<file path="src/rtl/avalon_data_outstanding_bridge.sv">
// avalon_data_outstanding_bridge
// Pipelined bridge from the ibex data port (req/gnt/rvalid) to the 64-bit
// Avalon-MM main-memory master. Commands are issued combinationally, and up to
// MaxOutstanding transactions are tracked in issue order. Reads retire on
// readdatavalid, and writes are acknowledged locally.
// Optional feature: define AVALON_DATA_ERR_EN to report the Avalon response
// status on data_err_o for retired reads. When it is undefined, data_err_o is
// tied to 0 and the response status is not stored.
module avalon_data_outstanding_bridge #(
    parameter int unsigned MaxOutstanding = 2
) (
    input  logic        clk_i,
    input  logic        rst_ni,
    input  logic        data_req_i,
    input  logic        data_we_i,
    input  logic [7:0]  data_be_i,
    input  logic [31:0] data_addr_i,
    input  logic [63:0] data_wdata_i,
    output logic        data_gnt_o,
    output logic        data_rvalid_o,
    output logic [63:0] data_rdata_o,
    output logic        data_err_o,
    output logic [31:0] avm_main_address,
    output logic [7:0]  avm_main_byteenable,
    output logic        avm_main_read,
    output logic        avm_main_write,
    output logic [63:0] avm_main_writedata,
    input  logic        avm_main_waitrequest,
    input  logic        avm_main_readdatavalid,
    input  logic [63:0] avm_main_readdata,
    input  logic [1:0]  avm_main_response
);

    localparam int unsigned PTR_W = (MaxOutstanding > 1) ? $clog2(MaxOutstanding) : 1;
    localparam int unsigned CNT_W = $clog2(MaxOutstanding + 1);
    localparam logic [PTR_W-1:0] PTR_LAST = PTR_W'(MaxOutstanding - 1);
    localparam logic [PTR_W-1:0] PTR_ONE  = PTR_W'(1);
    localparam logic [CNT_W-1:0] CNT_MAX  = CNT_W'(MaxOutstanding);
    localparam logic [CNT_W-1:0] CNT_ONE  = CNT_W'(1);
`ifdef AVALON_DATA_ERR_EN
    localparam int unsigned RSP_W = 66;  // {readdata, response}
`else
    localparam int unsigned RSP_W = 64;  // readdata only
`endif

    typedef enum logic {
        TXN_READ  = 1'b0,
        TXN_WRITE = 1'b1
    } txn_e;

    // Order queue: one type entry per granted transaction.
    txn_e             ord_type [MaxOutstanding];
    logic [PTR_W-1:0] ord_wr_ptr, ord_rd_ptr;
    logic [CNT_W-1:0] ord_cnt;
    logic [CNT_W-1:0] rd_cnt;   // reads currently in the order queue

    // Response FIFO: read responses that arrived before their read reached the head.
    logic [RSP_W-1:0] rsp_mem [MaxOutstanding];
    logic [PTR_W-1:0] rsp_wr_ptr, rsp_rd_ptr;
    logic [CNT_W-1:0] rsp_cnt;

    logic             full;
    logic             issue;
    logic             ord_push;
    logic             rd_push;
    logic             rsp_accept;
    logic             rsp_push;
    logic             rsp_pop;
    logic             retire;
    logic             retire_rd;
    logic [RSP_W-1:0] rsp_in;
    logic [RSP_W-1:0] rsp_sel;
    logic             unused_inputs;

    function automatic logic [PTR_W-1:0] ptr_next(input logic [PTR_W-1:0] p);
        return (p == PTR_LAST) ? '0 : p + PTR_ONE;
    endfunction

    function automatic logic [CNT_W-1:0] cnt_next(input logic [CNT_W-1:0] c,
                                                  input logic inc, input logic dec);
        case ({inc, dec})
            2'b10:   return c + CNT_ONE;
            2'b01:   return c - CNT_ONE;
            default: return c;
        endcase
    endfunction

    // Command path. full looks only at the registered count, so a retire in
    // this cycle never opens a path from readdatavalid to data_gnt_o.
    assign full                = (ord_cnt == CNT_MAX);
    assign issue               = data_req_i & ~full & rst_ni;
    assign avm_main_read       = issue & ~data_we_i;
    assign avm_main_write      = issue & data_we_i;
    assign data_gnt_o          = issue & ~avm_main_waitrequest;
    assign avm_main_address    = {data_addr_i[31:3], 3'b000};
    assign avm_main_byteenable = data_be_i;
    assign avm_main_writedata  = data_wdata_i;

    assign ord_push = data_gnt_o;
    assign rd_push  = data_gnt_o & ~data_we_i;

`ifdef AVALON_DATA_ERR_EN
    assign rsp_in        = {avm_main_readdata, avm_main_response};
    assign unused_inputs = ^data_addr_i[2:0];
`else
    assign rsp_in        = avm_main_readdata;
    assign unused_inputs = ^{data_addr_i[2:0], avm_main_response};
`endif

    // A response is kept only if some queued read is still waiting for one.
    assign rsp_accept = avm_main_readdatavalid & (rd_cnt > rsp_cnt);

    // Retire selection: at most one transaction per cycle, stored data before bypass.
    always_comb begin
        // NOTE: every output of this block gets a default first so no latch is inferred.
        retire    = 1'b0;
        retire_rd = 1'b0;
        rsp_pop   = 1'b0;
        rsp_push  = rsp_accept;
        rsp_sel   = rsp_mem[rsp_rd_ptr];
        if (ord_cnt != '0) begin
            if (ord_type[ord_rd_ptr] == TXN_WRITE) begin
                retire = 1'b1;
            end else if (rsp_cnt != '0) begin
                retire    = 1'b1;
                retire_rd = 1'b1;
                rsp_pop   = 1'b1;
            end else if (rsp_accept) begin
                retire    = 1'b1;
                retire_rd = 1'b1;
                rsp_push  = 1'b0;
                rsp_sel   = rsp_in;
            end
        end
    end

    // Queue pointers and occupancy counters.
    always_ff @(posedge clk_i or negedge rst_ni) begin
        // NOTE: sequential state uses non-blocking assignments so every register samples pre-edge values.
        if (!rst_ni) begin
            ord_wr_ptr <= '0;
            ord_rd_ptr <= '0;
            ord_cnt    <= '0;
            rd_cnt     <= '0;
            rsp_wr_ptr <= '0;
            rsp_rd_ptr <= '0;
            rsp_cnt    <= '0;
        end else begin
            if (ord_push) ord_wr_ptr <= ptr_next(ord_wr_ptr);
            if (retire)   ord_rd_ptr <= ptr_next(ord_rd_ptr);
            if (rsp_push) rsp_wr_ptr <= ptr_next(rsp_wr_ptr);
            if (rsp_pop)  rsp_rd_ptr <= ptr_next(rsp_rd_ptr);
            ord_cnt <= cnt_next(ord_cnt, ord_push, retire);
            rd_cnt  <= cnt_next(rd_cnt, rd_push, retire_rd);
            rsp_cnt <= cnt_next(rsp_cnt, rsp_push, rsp_pop);
        end
    end

    // Queue entry storage.
    always_ff @(posedge clk_i) begin
        // NOTE: payload arrays are not reset; the reset pointers and counts mark every entry invalid.
        if (ord_push) ord_type[ord_wr_ptr] <= txn_e'(data_we_i);
        if (rsp_push) rsp_mem[rsp_wr_ptr]  <= rsp_in;
    end

    // Registered response to the core; read data holds across write retires.
    always_ff @(posedge clk_i or negedge rst_ni) begin
        if (!rst_ni) begin
            data_rvalid_o <= 1'b0;
            data_rdata_o  <= '0;
        end else begin
            data_rvalid_o <= retire;
            if (retire_rd) data_rdata_o <= rsp_sel[RSP_W-1 -: 64];
        end
    end

`ifdef AVALON_DATA_ERR_EN
    // Error status of the retired transaction; writes always report OKAY.
    always_ff @(posedge clk_i or negedge rst_ni) begin
        if (!rst_ni) begin
            data_err_o <= 1'b0;
        end else if (retire) begin
            data_err_o <= retire_rd & (rsp_sel[1:0] != 2'b00);
        end
    end
`else
    assign data_err_o = 1'b0;
`endif

`ifndef SYNTHESIS
    // A response with no waiting read is dropped; flag it in simulation.
    rsp_orphan_chk: assert property (@(posedge clk_i) disable iff (!rst_ni)
        avm_main_readdatavalid |-> (rd_cnt > rsp_cnt))
        else $warning("readdatavalid with no outstanding read, response dropped");
`endif

endmodule

</file>
<file path="config.mk">
export PLATFORM = sky130hd
export DESIGN_NAME = avalon_data_outstanding_bridge
export DESIGN_NICKNAME = d
export VERILOG_FILES = /design/src/rtl/avalon_data_outstanding_bridge.sv
export SDC_FILE = /design/constraint.sdc
export NUM_CORES = 1
export LEC_CHECK = 0
export ABC_CLOCK_PERIOD_IN_PS = 10100
export BUFFER_PORTS_ARGS = -buffer_cell sky130_fd_sc_hd__buf_2
export CAP_MARGIN = 5
export CORE_MARGIN = 8
export CORE_UTILIZATION = 29
export DETAILED_ROUTE_END_ITERATION = 10
export HOLD_SLACK_MARGIN = 0.02
export PLACE_DENSITY_LB_ADDON = 0.05
export SLEW_MARGIN = 20
export SYNTH_ARGS = -nofsm -noshare
export SYNTH_HDL_FRONTEND = slang
export SYNTH_SLANG_ARGS = --single-unit
</file>
<file path="constraint.sdc">
create_clock -name clk_i -period 10.1 [get_ports clk_i]
set_clock_uncertainty 0.15 [all_clocks]
set_input_delay 0.505 -clock clk_i [delete_from_list [all_inputs] [get_ports clk_i]]
set_output_delay 0.505 -clock clk_i [all_outputs]
set_load 0.1 [all_outputs]
</file>
-- Yosys cells after proc, flatten, opt, wreduce, memory -nomap -nowiden
Memory sizes are Yosys's and may differ from the RTL's.
Index checks and enable logic that the tools add are counted.
- output and inout port bits: 173
- bits in writable memories: 130
- input bits: 176
- logic and storage cells: 71
- register bits after elaboration: 75
- latch bits: 0
- memories kept: 2
- ROM bits: 0
- memory list (memory ; depth ; width ; rd ports ; clocked after Yosys merged registers in ; wr ports ; line ; source):
    rsp_mem ; 2 ; 64 ; 1 ; 0 ; 1 ; 58 ; logic [RSP_W-1:0] rsp_mem [MaxOutstanding];
    ord_type ; 2 ; 1 ; 1 ; 0 ; 1 ; 52 ; txn_e ord_type [MaxOutstanding];
- $lt $le $gt $ge: 1
- reduce and logical (&&, ||, !) cells: 5
- multiplexer cells: 27
- shift-type cells: 0
- $add $sub $neg: 10
- divide/modulo/power cells: 0
- equality and inequality tests: 7
- bitwise operators: 10
- $mul: 0
- operators with widths (operator ; number):
    $mux 64 ; 4
    $mux 1 ; 20
    $pmux 2 s2 ; 3
    $reduce_bool 2->1 ; 5
    $eq 2x2->1 const B ; 4
    $and 1x1->1 ; 7
    $add 2x1->2 const B ; 3
    $eq 2x1->1 const B ; 3
    $sub 2x1->2 const B ; 3
    $add 1x1->1 const B ; 4
    $not 1->1 ; 3
    $gt 2x2->1 ; 1

-- Longest topological paths before layout
Gate-level depths: netlist of run 1.
- depth after elaboration: 8
- depth in mapped cells: 10
- mapped depth without buffers: 9

-- Worst setup path after synthesis of run 1
Ideal clock, no wire load.
- path type: register to register
- start: reg rsp_cnt[0]
- end: mem rsp_mem[0][0], enable pin
- clock period less this slack: 4.579 ns
- path buffers: 0
- data required time: 9.464 ns
- path slack: 5.521 ns
- data arrival time: 3.943 ns
- stages on the path, launching flop included: 6
- cells stage by stage: dfrtp_1 > ha_1 > a21boi_2 > o21a_1 > o21ai_2 > nor2_1
- word-level cells in the longest chain between the ends: 7
- elaborated cells between the ends (all ways): 8
- ends and longest elaborated chain (item ; line ; source):
    from (decl) ; 60 ; logic [CNT_W-1:0] rsp_cnt;
    from (signal assigned) ; 155 ; rsp_cnt <= cnt_next(rsp_cnt, rsp_push, rsp_pop);
    $gt 2x2->1 ; 111 ; assign rsp_accept = avm_main_readdatavalid & (rd_cnt > rsp_cnt);
    $and 1x1->1 ; 111 ;
    $mux 1 ; 124 ; end else if (rsp_cnt != '0) begin
    $mux 1 ; 122 ; if (ord_type[ord_rd_ptr] == TXN_WRITE) begin
    $mux 1 * ; 121 ; if (ord_cnt != '0) begin
    $mux 1 * ; 163 ; if (rsp_push) rsp_mem[rsp_wr_ptr] <= rsp_in;
    $mux 1 (not written as such) * ; 163 ;
    to (decl) ; 58 ;
Mark *: on every way between the ends. The rest lies on a longest branch, timed or not.

-- Worst setup path in the final report of run 1
- start: in rst_ni
- end: out data_gnt_o
- word-level cells in the longest chain between the ends: 2
- ends and longest elaborated chain (item ; line ; source):
    from (decl) ; 13 ; input logic rst_ni,
    $and 1x1->1 ; 91 ; assign issue = data_req_i & ~full & rst_ni;
    $and 1x1->1 ; 94 ; assign data_gnt_o = issue & ~avm_main_waitrequest;
    to (decl) ; 19 ; output logic data_gnt_o,
Every way passes these cells.

==> flow_summary.rst, run 1 <==
.. list-table::
   :header-rows: 1

   * - Metric
     - Value
   * - Per-cell via count in the routed design
     - 4.84
   * - Worst endpoint required time
     - 9450 ps
   * - Setup slack on the worst flop-to-flop path
     - 7110 ps
   * - Multiplexer fraction of the synthesized cell area
     - 0.0795
   * - Slowest cell on crit path
     - sky130_fd_sc_hd__dlygate4sd3_1
   * - Final weighted congestion of routability-driven global placement
     - 0.661
   * - Sequential fraction of the synthesis area
     - 0.626
   * - Start point of the critical path
     - rst_ni
   * - Post-placement cell count
     - 1004
   * - Number of DRC violations after detailed-routing iteration 0
     - 131
   * - Startpoint types
     - input pin
   * - Max_slew headroom
     - 0.310
   * - Filler-free cell count of the finished design
     - 1051
   * - Top achievable clock speed
     - 297 MHz
   * - Routed via count
     - 5082
   * - R2r endpoint
     - data_rdata_o[21]$_DFFE_PN0P_
   * - Die Ht
     - 194 µm
   * - Synthesized area divided by synthesized cell count
     - 15.6 µm²
   * - Width of the die
     - 194 µm
   * - Worst Reg-to-Reg Cells
     - 8
   * - Global router's overall resource usage
     - 0.121
   * - Core outline area
     - 0.0315 mm²
   * - Std-Cell Rows
     - 65
   * - Combinational family with the most area after synthesis
     - compound AO/OA/AOI/OAI gates
   * - Clock slew seen by the registers of the worst setup and hold paths
     - 60 ps
   * - Final Hold Viols
     - 0
   * - List of cells traversed by the critical path
     - dlygate4sd3_1 -> buf_4 -> o211ai_1 -> nor2_1 -> buf_2
   * - Adder-cell share of the synthesized area
     - 0.00677
   * - ANT cells
     - 0
   * - Initial core utilization
     - 0.294
   * - Max-cap violation count
     - 0
   * - Area fraction in and, or, nand and nor cells after synthesis
     - 0.0104
   * - Detailed-routing iteration count for the pre-antenna-repair pass
     - 4
   * - Total standard cell area after synthesis
     - 0.00924 mm²
   * - Crit path buf inv count
     - 3
   * - Post-detailed-routing wire length
     - 23400 µm
   * - Post-synthesis cell type count
     - 34
   * - Critical path depth
     - 5
   * - Number of nets in the layout
     - 812
   * - Yosys Warn Count
     - 0
   * - Number of global-route vias before repair
     - 5725
   * - Setup repair after global routing missed its margin
     - no
   * - Count of pins on the block boundary
     - 349
   * - Growth of design area from synthesis to finish
     - 11.6%
   * - Routed length per instance
     - 22.3 µm
   * - Class of the most critical hold timing path
     - input pin to register
   * - Largest net degree at the start of global routing
     - 68
   * - Max-slew violation count
     - 0
   * - Startpoint-to-endpoint class of the critical path
     - input pin to primary output
   * - Root buffer cell
     - sky130_fd_sc_hd__clkbuf_16
   * - Number of cells produced by synthesis
     - 592
   * - Top fanout value on the critical path
     - 38
   * - Transition at the pin with the smallest max-transition slack
     - 1040 ps
   * - Beginning of the worst register-to-register path
     - rsp_cnt[1]$_DFFE_PN0P_
   * - Total overflow reported by the global router
     - 0
   * - Endpoint arrival time on the critical path
     - 2710 ps
   * - Final-report setup violation count
     - 0
   * - CP endpoint
     - data_gnt_o
   * - Port buffer count
     - 137
   * - DRC errors left
     - 0
   * - # clock sinks
     - 205
   * - Antenna violations before repair
     - 0
   * - Full die area
     - 0.0378 mm²
   * - Worst stage delay on the critical path
     - 530 ps
   * - Compound-cell area share of the yosys netlist
     - 0.150
   * - Detail Route Antenna Nets
     - 0
   * - Dpl hpwl
     - 13300 µm
   * - Fraction of the cycle the final worst path needs
     - 0.333
   * - #FFs+latches synth
     - 205
   * - Worst-Skew Late Latency
     - 510 ps
   * - Sum of negative setup slack
     - 0 ps
   * - First-pass GRT wire length
     - 35900 µm
   * - Clock period minus final worst setup slack
     - 3360 ps
   * - Biggest area consumer among synthesized cells
     - sky130_fd_sc_hd__edfxtp_1
   * - Maximum clock path buffer count
     - 3
   * - Xor and xnor fraction of the mapped netlist area
     - 0.0114
   * - Number of buffers added by the clock tree synthesis step
     - 25
   * - Type of element capturing the critical path
     - primary output
   * - Portion of synthesized cell area occupied by the leading cell type
     - 0.423
   * - Top cells by area, synth
     - sky130_fd_sc_hd__edfxtp_1, sky130_fd_sc_hd__dfrtp_1, sky130_fd_sc_hd__buf_4
   * - CP top delay family
     - buffers and inverters
   * - Number of H-tree levels
     - 1
   * - Result of the run
     - complete, no violations
   * - Fraction of final layout cells with drive strength greater than 1
     - 0.471
   * - Clock tree from TritonCTS
     - done
[logic make-up (layout without fill, tap and decap cells)]
| family | Yosys count | in the layout |
|---|---|---|
| DFF | 205 | 205 |
| buffers and inverters | 146 | 200 |
| AOI/OAI and AO/OA | 139 | 139 |
| muxes | 65 | 65 |
| and+or+nand+nor | 19 | 19 |
| xor gates and xnor gates | 12 | 12 |
| adders and majority gates | 5 | 5 |
| other | 1 | 4 |
[per-layer routing]
metal  track usage  vias up  share of wire
li1              -     2220              -
met1         0.158     2616           0.45
met2         0.198      178           0.46
met3        0.0309       68          0.065
met4        0.0317        0          0.022
met5             0        -              0
[sequential cells by signal, summed over array words and instances, names as in the netlist, 2 cells and up]
name	count
rsp_cnt	2
data_rdata_o	64
rd_cnt	2
ord_cnt	2
rsp_mem	128
ord_type	2
[cell type report]
| cell class | instances | area (µm²) |
|---|---|---|
| Fill cell | 3127 | 21200 |
| Multi-Input combinational cell | 244 | 2420 |
| Tap cell | 402 | 503 |
| Clock buffer | 43 | 743 |
| Inverter | 6 | 22.5 |
| Clock inverter | 2 | 10.0 |
| Sequential cell | 205 | 5780 |
| Timing Repair Buffer | 149 | 821 |
[cells in the final DEF (no fill, tap or decap), drive strengths merged]
cell type,Yosys,final
o32ai,1,1
a21boi,1,1
xnor2,9,9
or3,2,2
dfrtp,75,75
a31oi,1,1
mux2i,1,1
o21a,1,1
clkbuf,6,43
dlygate4sd3,0,1
o21ai,3,3
and2,1,1
and2b,1,1
a21oi,1,1
ha,5,5
o211ai,2,2
a2bb2oi,64,64
mux2,64,64
edfxtp,130,130
inv,6,6
or2,1,1
conb,1,4
buf,134,148
o22ai,64,64
xor2,3,3
nor3,1,1
a22o,1,1
clkinv,0,2
nor2,12,12
nor2b,1,1
[stage by stage]
stage | setup WS (ps) | util | hold slack (ps) | area, µm²
after floorplan | 5520 | - | 59.4 | 9250
final | 6740 | 0.327 | 52.7 | 10300
after global placement | 7090 | 0.301 | 322 | 9490
after detailed placement | 7080 | 0.302 | 316 | 9520
after global routing | 6470 | 0.327 | 27.5 | 10300
after CTS | 6640 | 0.327 | 20.5 | 10300
[cell usage after synthesis (all sizes together)]
master and number:
clkbuf 6, mux2 64, and2 1, or2 1
or3 2, o21ai 3, o22ai 64, xnor2 9
mux2i 1, o211ai 2, and2b 1, edfxtp 130
conb 1, xor2 3, a22o 1, buf 134
nor2b 1, a31oi 1, inv 6, o21a 1
dfrtp 75, nor2 12, o32ai 1, a21boi 1
ha 5, a21oi 1, nor3 1, a2bb2oi 64
[what timing repair did]
action | CTS | global route
hold buffers | 1 | 0
setup buffers | 0 | 0
hold endpoints to repair | 36 | 0
gates resized for setup | 0 | 0
[how the worst min path moves through the flow]
| stage | startpoint | end | slack (ps) | cells after the start |
|---|---|---|---|---|
| final | avm_main_readdata[8] | rsp_mem[1][8]$_DFFE_PP_ | 50 | 1 |
| after global routing | avm_main_readdata[22] | rsp_mem[1][22]$_DFFE_PP_ | 30 | 1 |
| after CTS | avm_main_readdata[2] | rsp_mem[1][2]$_DFFE_PP_ | 20 | 1 |
| after detailed placement | rd_cnt[1]$_DFFE_PN0P_ | rd_cnt[1]$_DFFE_PN0P_ | 320 | 1 |
| after global placement | ord_wr_ptr$_DFFE_PN0P_ | ord_wr_ptr$_DFFE_PN0P_ | 320 | 1 |
| after floorplan | rst_ni | data_rdata_o[0]$_DFFE_PN0P_ | 60 | 0 |
Power of run 1 is not shown: default switching activity piles up to over one toggle a cycle in this logic, so the estimate is an artifact.
==> run 2, diff against run 1 <==
Settings changed: ABC_AREA from default to 1, ABC_CLOCK_PERIOD_IN_PS 10100 to 3350.
Clock period 10.1 ns to 3.35 ns, I/O delays scaled along.
==> run 2 against run 1 <==
Count of clock-buffer cells in the layout decreased by 5. Synthesized cell count up 49%. Cell count grew 34%. Non-clock buffer count up 72. Worst hold slack worse by 2.0 ps. Die area down 0.75%. Sequential cell count unchanged. Area after synthesis is 0.81% lower. Register-to-register slack worse by 6200 ps. Utilization increased by 2.5 points. Critical path depth rose by 6. Global-route usage grew 1.8 points.
==> flow_summary.rst, run 2 <==
.. list-table::
   :header-rows: 1

   * - Metric
     - Value
   * - Hold path depth
     - 7 (+6)
   * - Number of global-route vias before repair
     - 6611 (+15%)
   * - Worst hold path startpoint
     - avm_main_readdatavalid
   * - Total overflow reported by the global router
     - 0 (unchanged)
   * - Share of total power consumed by net switching
     - 0.506
   * - Area of the multi-input gates
     - 0.00226 mm² (-6.7%)
   * - Synthesized area divided by synthesized cell count
     - 10.4 µm² (-34%)
   * - CP top delay family
     - buffers and inverters
   * - Number of flops mapped to enable cells by yosys
     - 130 (unchanged)
   * - Most common cell on crit path
     - sky130_fd_sc_hd__inv_2
   * - #FFs+latches synth
     - 205 (unchanged)
   * - Biggest area consumer among synthesized cells
     - sky130_fd_sc_hd__edfxtp_1
   * - Worst Reg-to-Reg Cells
     - 11 (+3)
   * - Worst endpoint required time
     - 3590 ps (-5860 ps)
   * - Biggest registers after layout
     - rsp_mem: 128 flops, data_rdata_o: 64 flops
   * - Clock network fraction of design power
     - 0.205
   * - Transition at the pin with the smallest max-transition slack
     - 919 ps (-116 ps)
   * - Number of buffers added by the clock tree synthesis step
     - 26 (+4.0%)
   * - Most frequent standard cell in the layout excluding fill and tap cells
     - sky130_fd_sc_hd__nand2_1
   * - Routed length per instance
     - 19.1 µm (-14%)
   * - Std-Cell Rows
     - 65 (unchanged)
   * - Register containing the most flip-flops in the final layout
     - rsp_mem
   * - Power, Total
     - 13.4 mW
   * - Width of the die
     - 194 µm (-0.38%)
   * - Critical path depth
     - 11 (+6)
   * - Power density over the cells
     - 1220 mW/mm²
   * - Max-cap violation count
     - 0 (unchanged)
   * - Clock slew seen by the registers of the worst setup and hold paths
     - 60 ps (about the same)
   * - Leading cell types by count after synthesis
     - sky130_fd_sc_hd__nand2_1, sky130_fd_sc_hd__nand3_1, sky130_fd_sc_hd__edfxtp_1
   * - Growth of design area from synthesis to finish
     - 20.3%
   * - Number of H-tree levels
     - 1 (unchanged)
   * - Combinational share of power
     - 0.497
   * - Dpl hpwl
     - 15400 µm (+16%)
   * - Worst-Skew Late Latency
     - 520 ps (about the same)
   * - Type of element capturing the critical path
     - register
   * - Crit path buf inv count
     - 4 (+1)
   * - Worst min-delay path endpoint
     - ord_rd_ptr$_DFFE_PN0P_
   * - WHS
     - 50.7 ps (-2.04 ps)
   * - Final-report setup violation count
     - 0 (unchanged)
   * - Post-synthesis cell type count
     - 22 (-35%)
   * - Detail Route Antenna Nets
     - 0 (unchanged)
   * - Sum of negative setup slack
     - 0 ps (unchanged)
   * - Yosys Warn Count
     - 0 (unchanged)
   * - Switching power
     - 6.81 mW
   * - Clock tree from TritonCTS
     - done
   * - Internal power
     - 6.64 mW
   * - Antenna violations before repair
     - 2 (+2)
   * - Number of nets in the layout
     - 1163 (+43%)
   * - Fraction of final layout cells with drive strength greater than 1
     - 0.207 (-0.265)
   * - Full die area
     - 0.0375 mm² (-0.75%)
   * - Startpoint-to-endpoint class of the critical path
     - register to register
   * - Result of the run
     - complete, no violations
   * - Number of cells produced by synthesis
     - 883 (+49%)
   * - Core outline area
     - 0.0313 mm² (-0.52%)
   * - Slowest cell on crit path
     - sky130_fd_sc_hd__dfrtp_1
   * - Top achievable clock speed
     - 414 MHz
   * - Number of DRC violations after detailed-routing iteration 0
     - 254 (+94%)
   * - Root buffer cell
     - sky130_fd_sc_hd__clkbuf_16
   * - Top_reg_cell synth
     - sky130_fd_sc_hd__edfxtp_1
   * - Setup slack on the worst flop-to-flop path
     - 930 ps (-6180 ps)
   * - Setup repair after global routing missed its margin
     - no
   * - Max-slew violation count
     - 0 (unchanged)
   * - Max_slew headroom
     - 0.387 (+0.0770)
   * - Routed via count
     - 6343 (+25%)
   * - Leakage power figure
     - 4.84 nW
   * - R2r endpoint
     - rsp_cnt[1]$_DFFE_PN0P_
   * - Count of pins on the block boundary
     - 349 (unchanged)
   * - Post-detailed-routing wire length
     - 26800 µm (+15%)
   * - Class of the most critical hold timing path
     - input pin to register
   * - Total standard cell area after synthesis
     - 0.00916 mm² (-0.81%)
   * - Port buffer count
     - 137 (unchanged)
   * - Final Hold Viols
     - 0 (unchanged)
   * - Least setup slack across all paths after layout
     - 934 ps (-5800 ps)
   * - Pre-CTS setup slack
     - 957 ps (-6130 ps)
   * - Register Area
     - 0.00578 mm² (about the same)
   * - Commonest cells after routing, fill and taps aside
     - sky130_fd_sc_hd__nand2_1, sky130_fd_sc_hd__nand3_1, sky130_fd_sc_hd__buf_2
   * - Largest net degree at the start of global routing
     - 65 (-4.4%)
   * - # Post-CTS Setup Buffers
     - 0 (unchanged)
   * - Worst stage delay on the critical path
     - 410 ps (-120 ps)
   * - Number of flip-flops in the largest register
     - 128 (unchanged)
   * - Global router's overall resource usage
     - 0.139 (+0.0179)
   * - ANT cells
     - 0 (unchanged)
   * - Per-cell via count in the routed design
     - 4.52 (-6.6%)
   * - Top fanout value on the critical path
     - 18 (-53%)
   * - Most repeated cell in the gate-level netlist after synthesis
     - sky130_fd_sc_hd__nand2_1
   * - List of cells traversed by the critical path
     - inv_2 -> nand2_2 -> nand3_2 -> inv_2 -> buf_4 -> nand2_1 -> inv_1 -> ha_1 -> a21oi_1 -> o21ai_0 -> xor2_1
   * - Clock period minus final worst setup slack
     - 2420 ps
   * - Die Ht
     - 194 µm (-0.38%)
   * - Maximum clock path buffer count
     - 3 (unchanged)
   * - Sequential fraction of the synthesis area
     - 0.631 (+0.00513)
   * - Top cells by area, synth
     - sky130_fd_sc_hd__edfxtp_1, sky130_fd_sc_hd__dfrtp_1, sky130_fd_sc_hd__nand2_1
   * - Count of fill cells added during filler insertion
     - 3172 (+1.4%)
   * - Sequential power share
     - 0.299
   * - Endpoint arrival time on the critical path
     - 2650 ps (-60 ps)
   * - Beginning of the worst register-to-register path
     - ord_cnt[0]$_DFFE_PN0P_
   * - Detailed-routing iteration count for the pre-antenna-repair pass
     - 4 (unchanged)
   * - First-pass GRT wire length
     - 41200 µm (+15%)
   * - DRC errors left
     - 0 (unchanged)
   * - Worst-case vdd ir drop
     - 0.732 mV
   * - Initial core utilization
     - 0.293 (-0.000873)
   * - Portion of synthesized cell area occupied by the leading cell type
     - 0.426 (+0.00346)
   * - Startpoint types
     - register
   * - Final weighted congestion of routability-driven global placement
     - 0.661 (about the same)
   * - # clock sinks
     - 205 (unchanged)
   * - Async set-reset flop share out of synthesis
     - 0.366 (unchanged)
   * - Fraction of the cycle the final worst path needs
     - 0.721
## run 2: worst max-delay path by stage
stage | startpoint | to | slack [ps]
after detailed placement | ord_cnt[0]$_DFFE_PN0P_ | rsp_cnt[1]$_DFFE_PN0P_ | 960
after floorplan | rd_cnt[0]$_DFFE_PN0P_ | rsp_mem[0][0]$_DFFE_PP_ | 90
final | ord_cnt[0]$_DFFE_PN0P_ | rsp_cnt[1]$_DFFE_PN0P_ | 930
after CTS | ord_cnt[0]$_DFFE_PN0P_ | rsp_cnt[1]$_DFFE_PN0P_ | 910
after global placement | ord_cnt[0]$_DFFE_PN0P_ | rsp_cnt[1]$_DFFE_PN0P_ | 940
after global routing | ord_cnt[0]$_DFFE_PN0P_ | rsp_cnt[1]$_DFFE_PN0P_ | 710
## run 2: through the flow
step                instances  area [µm²]  utilization
detailed placement       1288        9490        0.303
global placement         1288        9490        0.303
CTS                      1404       11000        0.352
floorplan                 886        9180            -
global route             1404       11000        0.352
finish                   1404       11000        0.352
## run 2: power groups by stage
stage                     sequential [mW]  combinational, mW  clock (mW)
final                                4.01               6.68        2.75
after global routing                 4.11               7.23        2.95
after CTS                            4.03               6.85        2.85
after detailed placement             4.08               6.76           0
after global placement               4.07               6.77           0
after floorplan                      6.70               3.10           0
## run 2: tightest hold or removal path, stage by stage
cell	delay [ps]
sky130_fd_sc_hd__buf_2	100
sky130_fd_sc_hd__nand2_1	50
sky130_fd_sc_hd__inv_1	40
sky130_fd_sc_hd__nand2_1	90
sky130_fd_sc_hd__nand3_1	110
sky130_fd_sc_hd__nand3_1	70
sky130_fd_sc_hd__nand2_1	70
## run 2: cells by family after synthesis
| family | Yosys count | share of synthesized area |
|---|---|---|
| compound gates | 7 | 0.00382 |
| xor+xnor | 8 | 0.00765 |
| fa+ha+maj | 5 | 0.00683 |
| buf+inv | 176 | 0.125 |
| flops | 205 | 0.631 |
| other cells | 1 | 0.000409 |
| simple gates | 481 | 0.226 |
## run 2: layout make-up
cell class,instances,area share
Multi-Input combinational cell,505,0.205
Clock buffer,38,0.0705
Timing Repair Buffer,221,0.140
Tap cell,402,0.0456
Sequential cell,205,0.525
Clock inverter,10,0.00670
Inverter,23,0.00795
## run 2: what timing repair did
action / in CTS / in global routing
endpoints found under the hold margin: 232 / 0
resized for setup: 0 / 0
hold buffers: 68 / 0
## run 2: metal layers
layer,GRT usage,wire length [µm],vias up,share of wire
li1,-,-,3037,-
met1,0.179,11900,3042,0.44
met2,0.225,12400,177,0.46
met3,0.0319,1510,83,0.056
met4,0.0525,942,4,0.035
met5,0,21,-,0.00078
Note: power is estimated with default switching activity, not from simulation.
